[src/rtl/if_fetch_if.sv]
// Memory-port bundle between the fetch stage and the memory arbiter.
// Latency: read byte returns on mem_din_i the cycle after an accepted request (mem_rd_o & mem_gnt_i).
// Backpressure: mem_gnt_i low means the request is not taken; the master holds and reissues it.
// Ports: mem_rd_o/mem_addr_o request from fetch; mem_gnt_i grant and mem_din_i read data from arbiter.
interface if_fetch_if;
   logic        mem_rd_o;
   logic [31:0] mem_addr_o;
   logic        mem_gnt_i;
   logic [7:0]  mem_din_i;

   modport master (
      output mem_rd_o,
      output mem_addr_o,
      input  mem_gnt_i,
      input  mem_din_i
   );

   modport slave (
      input  mem_rd_o,
      input  mem_addr_o,
      output mem_gnt_i,
      output mem_din_i
   );
endinterface

[src/rtl/if_fetch.sv]
// Instruction fetch: owns the PC and a direct-mapped one-word-per-line I-cache, fills misses over a byte-wide port.
// Latency: cache hit -> 1 cycle; miss with continuous grant -> 5 cycles from miss start to inst_valid_o.
// Backpressure: stall_i holds pc_o/inst_o/inst_valid_o; no lookup starts until the output slot frees.
// Ports: clk, rst (async active-low); stall_i; branchFlag_i/branchTarget_i redirect from decode;
//        mem (if_fetch_if.master) byte memory port; pc_o/inst_o/inst_valid_o one-entry output register.
module if_fetch #(
   parameter int ICACHE_IDX_W = 5
) (
   input  logic        clk,
   input  logic        rst,
   input  logic        stall_i,
   input  logic        branchFlag_i,
   input  logic [31:0] branchTarget_i,
   if_fetch_if.master  mem,
   output logic [31:0] pc_o,
   output logic [31:0] inst_o,
   output logic        inst_valid_o
);

   localparam int LINES = 1 << ICACHE_IDX_W;
   localparam int TAG_W = 32 - ICACHE_IDX_W - 2;

   typedef enum logic {IDLE, FETCH} state_t;

   state_t                  state;
   logic [31:0]             fetch_pc;
   logic [2:0]              ic;        // bytes requested and accepted
   logic [2:0]              rc;        // bytes received
   logic [23:0]             wbuf;      // lower three bytes of the word being assembled
   logic                    pend;      // a byte accepted last cycle arrives this cycle
   logic                    drop;      // that byte was accepted in a redirect cycle: ignore it

   logic [LINES-1:0]        line_vld;
   logic [TAG_W-1:0]        line_tag [LINES];
   logic [31:0]             line_dat [LINES];

   logic [ICACHE_IDX_W-1:0] idx;
   logic [TAG_W-1:0]        tag;
   logic                    hit;
   logic                    slot_free;
   logic                    issue;
   logic                    accept;
   logic                    recv;
   logic                    done;
   logic                    fill;
   logic [31:0]             new_word;
   logic                    unused_tgt;

   assign unused_tgt = ^branchTarget_i[1:0];

   always_comb begin
      idx       = fetch_pc[ICACHE_IDX_W+1:2];
      tag       = fetch_pc[31:ICACHE_IDX_W+2];
      hit       = line_vld[idx] && (line_tag[idx] == tag);
      slot_free = !inst_valid_o || !stall_i;
      issue     = (state == FETCH) && !ic[2];
      accept    = issue && mem.mem_gnt_i;
      recv      = (state == FETCH) && pend && !drop;
      done      = recv && (rc == 3'd3);
      fill      = done && !branchFlag_i;
      new_word  = {mem.mem_din_i, wbuf};
   end

   // Request outputs derive from state/counters only, so the redirect input
   // has no combinational path onto the memory bus; a byte granted in the
   // redirect cycle is instead discarded through the drop flag.
   always_comb begin
      mem.mem_rd_o   = issue;
      mem.mem_addr_o = issue ? (fetch_pc + {29'd0, ic}) : 32'd0;
   end

   always_ff @(posedge clk or negedge rst) begin
      if (!rst) begin
         state        <= IDLE;
         fetch_pc     <= 32'd0;
         ic           <= 3'd0;
         rc           <= 3'd0;
         wbuf         <= 24'd0;
         pend         <= 1'b0;
         drop         <= 1'b0;
         line_vld     <= '0;
         pc_o         <= 32'd0;
         inst_o       <= 32'd0;
         inst_valid_o <= 1'b0;
      end else begin
         pend <= accept;
         drop <= accept && branchFlag_i;
         if (branchFlag_i) begin
            fetch_pc     <= {branchTarget_i[31:2], 2'b00};
            inst_valid_o <= 1'b0;
            state        <= IDLE;
            ic           <= 3'd0;
            rc           <= 3'd0;
            wbuf         <= 24'd0;
         end else begin
            case (state)
               IDLE: begin
                  if (slot_free) begin
                     if (hit) begin
                        pc_o         <= fetch_pc;
                        inst_o       <= line_dat[idx];
                        inst_valid_o <= 1'b1;
                        fetch_pc     <= fetch_pc + 32'd4;
                     end else begin
                        state        <= FETCH;
                        ic           <= 3'd0;
                        rc           <= 3'd0;
                        wbuf         <= 24'd0;
                        inst_valid_o <= 1'b0;
                     end
                  end
               end
               FETCH: begin
                  if (accept) begin
                     ic <= ic + 3'd1;
                  end
                  if (recv) begin
                     if (done) begin
                        line_vld[idx] <= 1'b1;
                        pc_o          <= fetch_pc;
                        inst_o        <= new_word;
                        inst_valid_o  <= 1'b1;
                        fetch_pc      <= fetch_pc + 32'd4;
                        state         <= IDLE;
                        ic            <= 3'd0;
                        rc            <= 3'd0;
                     end else begin
                        case (rc[1:0])
                           2'd0:    wbuf[7:0]   <= mem.mem_din_i;
                           2'd1:    wbuf[15:8]  <= mem.mem_din_i;
                           default: wbuf[23:16] <= mem.mem_din_i;
                        endcase
                        rc <= rc + 3'd1;
                     end
                  end
               end
               default: state <= IDLE;
            endcase
         end
      end
   end

   // Tag/data arrays need no reset: the valid bits gate every use.
   always_ff @(posedge clk) begin
      if (fill) begin
         line_tag[idx] <= tag;
         line_dat[idx] <= new_word;
      end
   end

endmodule

[src/flat_wrapper.sv]
// flat-port wrapper written by rule: the top's interface ports become plain ports
module if_fetch_flat 
#(
   parameter int ICACHE_IDX_W = 5
)
  (clk, rst, stall_i, branchFlag_i, branchTarget_i, pc_o, inst_o, inst_valid_o, mem_mem_rd_o, mem_mem_addr_o, mem_mem_gnt_i, mem_mem_din_i);
  if_fetch_if mem_i ();
  input  logic clk;
  input  logic rst;
  input  logic stall_i;
  input  logic branchFlag_i;
  input  logic [31:0] branchTarget_i;
  output logic [31:0] pc_o;
  output logic [31:0] inst_o;
  output logic inst_valid_o;
  output wire logic [$bits(mem_i.mem_rd_o)-1:0] mem_mem_rd_o;
  output wire logic [$bits(mem_i.mem_addr_o)-1:0] mem_mem_addr_o;
  input wire logic [$bits(mem_i.mem_gnt_i)-1:0] mem_mem_gnt_i;
  input wire logic [$bits(mem_i.mem_din_i)-1:0] mem_mem_din_i;
  assign mem_mem_rd_o = mem_i.mem_rd_o;
  assign mem_mem_addr_o = mem_i.mem_addr_o;
  assign mem_i.mem_gnt_i = mem_mem_gnt_i;
  assign mem_i.mem_din_i = mem_mem_din_i;
  if_fetch #(.ICACHE_IDX_W(ICACHE_IDX_W)) u_core (.clk(clk), .rst(rst), .stall_i(stall_i), .branchFlag_i(branchFlag_i), .branchTarget_i(branchTarget_i), .mem(mem_i), .pc_o(pc_o), .inst_o(inst_o), .inst_valid_o(inst_valid_o));
endmodule
[config.mk]
export PLATFORM = sky130hd
export DESIGN_NAME = if_fetch_flat
export DESIGN_NICKNAME = d
export VERILOG_FILES = /design/src/rtl/if_fetch_if.sv /design/src/rtl/if_fetch.sv /design/src/flat_wrapper.sv
export SDC_FILE = /design/constraint.sdc
export NUM_CORES = 2
export LEC_CHECK = 0
export ABC_AREA = 1
export ABC_CLOCK_PERIOD_IN_PS = 4900
export CORE_ASPECT_RATIO = 1.25
export CORE_MARGIN = 2
export CORE_UTILIZATION = 56
export DETAILED_ROUTE_END_ITERATION = 10
export PLACE_DENSITY = 0.76
export SYNTH_ARGS = -nofsm -noshare
export SYNTH_HDL_FRONTEND = slang
export SYNTH_SLANG_ARGS = --single-unit
[constraint.sdc]
create_clock -name clk -period 4.9 [get_ports clk]
set_input_delay 0.735 -clock clk [delete_from_list [all_inputs] [get_ports clk]]
set_output_delay 0.735 -clock clk [all_outputs]
set_load 0.02 [all_outputs]
**After elaboration in Yosys (flattened, before gate mapping)**

Memories as Yosys holds them, arrays and structs flattened.
Cells that the tools add are included.

- Add/subtract/negate cells: 4
- Multiply operators: 0
- Div/mod/pow operators: 0
- Magnitude comparators: 2
- Eq/ne operators: 16
- Shift operators: 0
- Multiplexer cells: 55
- Bitwise logic cells: 3
- Reduce and logical (&&, ||, !) cells: 26

Operator list:

| cell | count |
|---|---|
| 32-bit two-way mux | 14 |
| 32-bit case mux with 2 select lines | 3 |
| 24-bit two-way mux | 5 |
| 24-bit case mux with 2 select lines | 1 |
| 32-bit by 3-bit adder with 32-bit output | 1 |
| 32-bit by 3-bit adder with 32-bit output, second input constant | 1 |
| 32-bit OR | 1 |
| 3-bit two-way mux | 9 |
| 25-bit equality test | 1 |
| 8-bit two-way mux | 3 |
| 3-bit inequality test, second input constant | 7 |
| 5-bit AND reduction | 4 |
| 1-bit two-way mux | 14 |
| 3-bit case mux with 2 select lines | 2 |
| 1-bit logical AND | 9 |
| 4-bit AND reduction | 2 |
| 3-bit by 1-bit adder with 3-bit output, second input constant | 2 |
| 5-bit by 6-bit < comparator with 1-bit output, second input constant | 1 |
| 3-bit by 2-bit inequality test with 1-bit output, second input constant | 2 |
| 3-bit AND reduction | 2 |
| 1-bit binary-select mux with 5-bit select | 1 |
| 1-bit demux with 5-bit select | 1 |
| 5-bit by 1-bit greater-or-equal comparator with 1-bit output, second input constant | 1 |
| 1-bit logical NOT | 5 |
| other kinds (10) | 14 |

- Register bits after elaboration: 162
- Bits in latches: 0
- RAM bits: 1824
- Memory bits (read-only): 0
- Input bits: 45
- Output and inout bits: 98
- Logic and storage cells: 121
- Memories kept: 2

Memories:

| name | depth | width | rd ports | clocked after memory_dff | write ports | line | RTL |
|---|---|---|---|---|---|---|---|
| u_core.line_dat | 32 | 32 | 1 | 0 | 1 | if_fetch.sv:35 | `logic [31:0] line_dat [LINES];` |
| u_core.line_tag | 32 | 25 | 1 | 0 | 1 | if_fetch.sv:34 | `logic [TAG_W-1:0] line_tag [LINES];` |

**Logic depth before layout (Yosys ltp)**

- Depth after elaboration: 8
- Mapped depth: 25
- Depth with buffers taken out: 21

**Least setup slack after synthesis**

Ideal clock, no wire load.

- Path type: reg-to-reg
- Start point: reg u_core.fetch_pc[2]
- End point: mem u_core.line_dat[22][0] (enable)
- Arrival time: 4.672 ns
- Data required time: 4.427 ns
- Path slack: -0.245 ns
- Cell stages (with the launch flop): 12
- Path buffers: 7
- Cells stage by stage: dfrtp_1 inv_2 buf_2 buf_2 clkbuf_1 buf_2 buf_2 buf_1 ha_1 nand2_1 clkbuf_1 nor2_1

RTL lines:

| element | line | RTL |
|---|---|---|
| start: declaration | if_fetch.sv:26 | `logic [31:0] fetch_pc;` |
| start signal: assignment | if_fetch.sv:89 | `fetch_pc <= {branchTarget_i[31:2], 2'b00};` |
| start signal: assignment | if_fetch.sv:103 | `fetch_pc <= fetch_pc + 32'd4;` |
| start signal: assignment | if_fetch.sv:123 | `fetch_pc <= fetch_pc + 32'd4;` |
| end: declaration | if_fetch.sv:35 |  |

Straight into the memory's write port.

**Worst setup path in the final report**

- Start point: reg u_core.fetch_pc[2]
- End point: out mem_mem_addr_o[15]

- Word-level cells in the longest chain between the ends: 2

RTL lines:

| element | line | RTL |
|---|---|---|
| 32-bit by 3-bit adder with 32-bit output | if_fetch.sv:69 | `mem.mem_addr_o = issue ? (fetch_pc + {29'd0, ic}) : 32'd0;` |
| 32-bit two-way mux | if_fetch.sv:69 |  |
| end: declaration | flat_wrapper.sv:17 | `output wire logic [$bits(mem_i.mem_addr_o)-1:0] mem_mem_addr_o;` |

No other way between the ends.

==> metrics.yaml <==
ys_seq_elements: 1982
cp-start-kind: "flop"
fillers: 10247
cp_max_fo: 8
dp_hpwl_um: 135900
die_y_um: 429.3
crit_type: "reg2out"
dieArea_um2: 147800
clkLatencyLatePin_ns: 0.84
fp.dieW_um: 344.3
min_path_type: "in2reg"
synthCells: 7075
globalplace.congestion: 1.006
stdcell_count: 9227
cts.sinks: 1982
num_vias: 57151
ys_seq_area_share_pct: 72.46
dpl.cell_count: 8901
start_util_pct: 56.19
clk_pin_slew_worst_paths_ns: 0.07
diodes: 0
antenna_found_initial: 8
worst_ep_required_time_ns: 4.16
status: "complete, no violations"
synth_warnings: 0
grt_use_total_pct: 32.84
synth-main-ff-cell: "edfxtp_1"
setup_viol: 0
first_global_vias: 54765
core_area_um2: 144200
synth_area_per_cell_um2: 11.46
synth_xor_area_share_pct: 0.2053
skew_ns: 0.03539
clock-root-buffer: "clkbuf_16"
rrSetupSlack_ns: 0.40
routed_wirelength_um: 244500
end_kind: "primary output"
max_freq_ghz: 0.2064
ir_drop_v: 0.0004041
syn-cell-area_um2: 81050
drc: 0
viasPerCell: 6.194
grt_pass1_wl_um: 352100
p_leak_nw: 33.45
synthAdderAreaFrac_pct: 0.1389
pin_count: 143
htreeDepth: 4
slew_headroom_pct: 8.140
postRouteAntennaNets: 0
yosys.area_share.simple_pct: 14.35
drt_iter0_drc: 9402
drv_cap: 0
synth_compound_area_share_pct: 8.835
rows: 156
power.total_mw: 41.06
drive_above_1_share_pct: 7.516
synth_top_family_by_area: "simple AND/OR/NAND/NOR gates"
final-hold-violation-count: 0
layout.nets: 7240
clock_path_buffers: 3
crit_arrival_ns: 4.11
worst_pin_slew_ns: 1.363
area_growth_pct: 12.72
final_max_slew_viol_count: 0
synth_edf_count: 1824
cts_tree: "built"
first_pass_iters: 6
post-cts-setup-buffer-count: 0
fin_crit_ns: 4.845
muxShareOfSynthArea_pct: 0
p_per_area_nw_per_um2: 449.4
async_reset_ff_share_pct: 7.972
cts-buffers-inserted: 178
finalCritPeriodShare_pct: 98.87
yosysUniqueCellTypes: 39
post_drt_wl_per_cell_um: 26.50
portBuffers: 138
grt-ovfl-total: 0
grt_max_degree: 219
registers in the layout, summed over array words and instances (netlist names), 3 cells and up:
register and count:
u_core.line_dat 1024, u_core.wbuf 24, u_core.fetch_pc 30, u_core.line_vld 32, u_core.inst_o 32, u_core.ic 3, u_core.rc 3, u_core.pc_o 30
u_core.line_tag 800
worst max-delay path, stage by stage, from the launching register on:
cell             delay (ns)
dfrtp_4                0.57
ha_1                   0.21
nand2_1                0.19
nor2_2                 0.30
inv_1                  0.13
nor2_1                 0.26
inv_1                  0.11
a21oi_1                0.75
clkdlybuf4s50_1        0.76
timing repair:
item,CTS,global route
gates resized for setup,7,10
hold buffers,1,0
endpoints found under the hold margin,7,0
cloned,0,0
endpoints found under the setup margin,5,9
layer usage:
layer | GRT usage (%) | routed length [um] | vias up
met3 | 7.187 | 30340 | 820
met2 | 51.07 | 113800 | 4009
met1 | 42.45 | 83940 | 27529
met4 | 19.71 | 16440 | 8
li1 | - | - | 24785
met5 | 0 | 53 | -
power by group:
part | total, mW | switching (mW) | internal (mW)
clock | 14.1 | 6.25 | 7.89
combinational | 7.61 | 5.45 | 2.16
sequential | 19.3 | 0.328 | 19.0
final timing paths:
kind	from	endpoint	depth (start not counted)
setup reg to reg	u_core.fetch_pc[2]$_DFFE_PN0P_	u_core.inst_o[10]$_DFFE_PN0P_	18
min in group asynchronous	rst	u_core.inst_o[7]$_DFFE_PN0P_	2
hold reg to reg	u_core.line_vld[19]$_DFFE_PN0P_	u_core.line_vld[19]$_DFFE_PN0P_	2
setup / recovery	u_core.fetch_pc[2]$_DFFE_PN0P_	mem_mem_addr_o[15]	8
hold / removal	branchFlag_i	u_core.rc[2]$_DFFE_PN0P_	4
max in group asynchronous	rst	u_core.line_vld[30]$_DFFE_PN0P_	3
cell type report:
type / count / area (um2) / area share, %
multi-input cells: 4302 / 19430 / 21.26
clock buffers: 226 / 4781 / 5.233
repair buffers: 340 / 3525 / 3.858
inverters: 382 / 1450 / 1.587
clock inverters: 99 / 1072 / 1.174
well taps: 1896 / 2372 / 2.597
flip-flops and latches: 1982 / 58740 / 64.29
cells in the final DEF (no fill, tap or decap), types with 5 or more instances in the layout:
cell	synthesis	routed
a21oi_1	47	43
a221oi_1	30	30
a22o_1	16	16
a31oi_1	6	6
buf_12	0	51
buf_4	20	157
bufinv_16	0	18
clkbuf_1	231	39
clkbuf_16	0	183
clkbuf_8	0	5
clkdlybuf4s50_1	0	127
clkinv_1	6	34
clkinv_2	0	20
clkinv_8	0	5
clkinvlp_4	0	17
dfrtp_1	158	154
edfxtp_1	1824	1824
ha_1	9	9
inv_1	372	371
inv_6	0	6
nand2_1	1584	1584
nand3_1	201	201
nand4_1	51	51
nor2_1	1059	1019
nor2_2	0	5
nor2_4	0	35
nor3_1	29	24
nor3_2	4	5
nor4_1	8	8
o211ai_1	6	6
o21ai_0	823	823
o21ai_1	99	99
o22ai_1	274	274
or2_2	18	18
xor2_1	18	18
cells in the mapped netlist (16+ instances only):
library cell  count  share of area [%]
a21oi_1          47               0.29
a221oi_1         30               0.32
a22o_1           16               0.17
buf_1            22               0.10
buf_2           132               0.82
buf_4            20               0.19
clkbuf_1        231                1.1
dfrtp_1         158                4.9
edfxtp_1       1824                 68
inv_1           372                1.7
nand2_1        1584                7.3
nand3_1         201                1.2
nand4_1          51               0.39
nor2_1         1059                4.9
nor3_1           29               0.18
o21ai_0         823                5.1
o21ai_1          99               0.61
o22ai_1         274                2.1
or2_2            18               0.14
xor2_1           18               0.19
kinds of logic after synthesis:
family          Yosys count
fa+ha+maj                 9
compound gates         1314
buf+inv                 792
simple gates           2958
other cells               1
flops                  1982
xor+xnor                 19
metrics by stage:
| step | hold slack (ns) | cell area [um2] | util [%] | setup WS [ns] | TNS, ns |
|---|---|---|---|---|---|
| finish | 0.4128 | 91360 | 63.34 | 0.05548 | 0 |
| global route | 0.4089 | 91360 | 63.34 | -0.05477 | -0.05477 |
| CTS | 0.3289 | 91320 | 63.31 | 0.04661 | 0 |
| detailed placement | 0.4452 | 85450 | 59.24 | 0.5930 | 0 |
| global placement | 0.4387 | 85450 | 59.24 | 0.6277 | 0 |
| floorplan | 0.4274 | 81070 | - | -0.2448 | -126.20 |
Note: power is estimated with default switching activity, not from simulation.
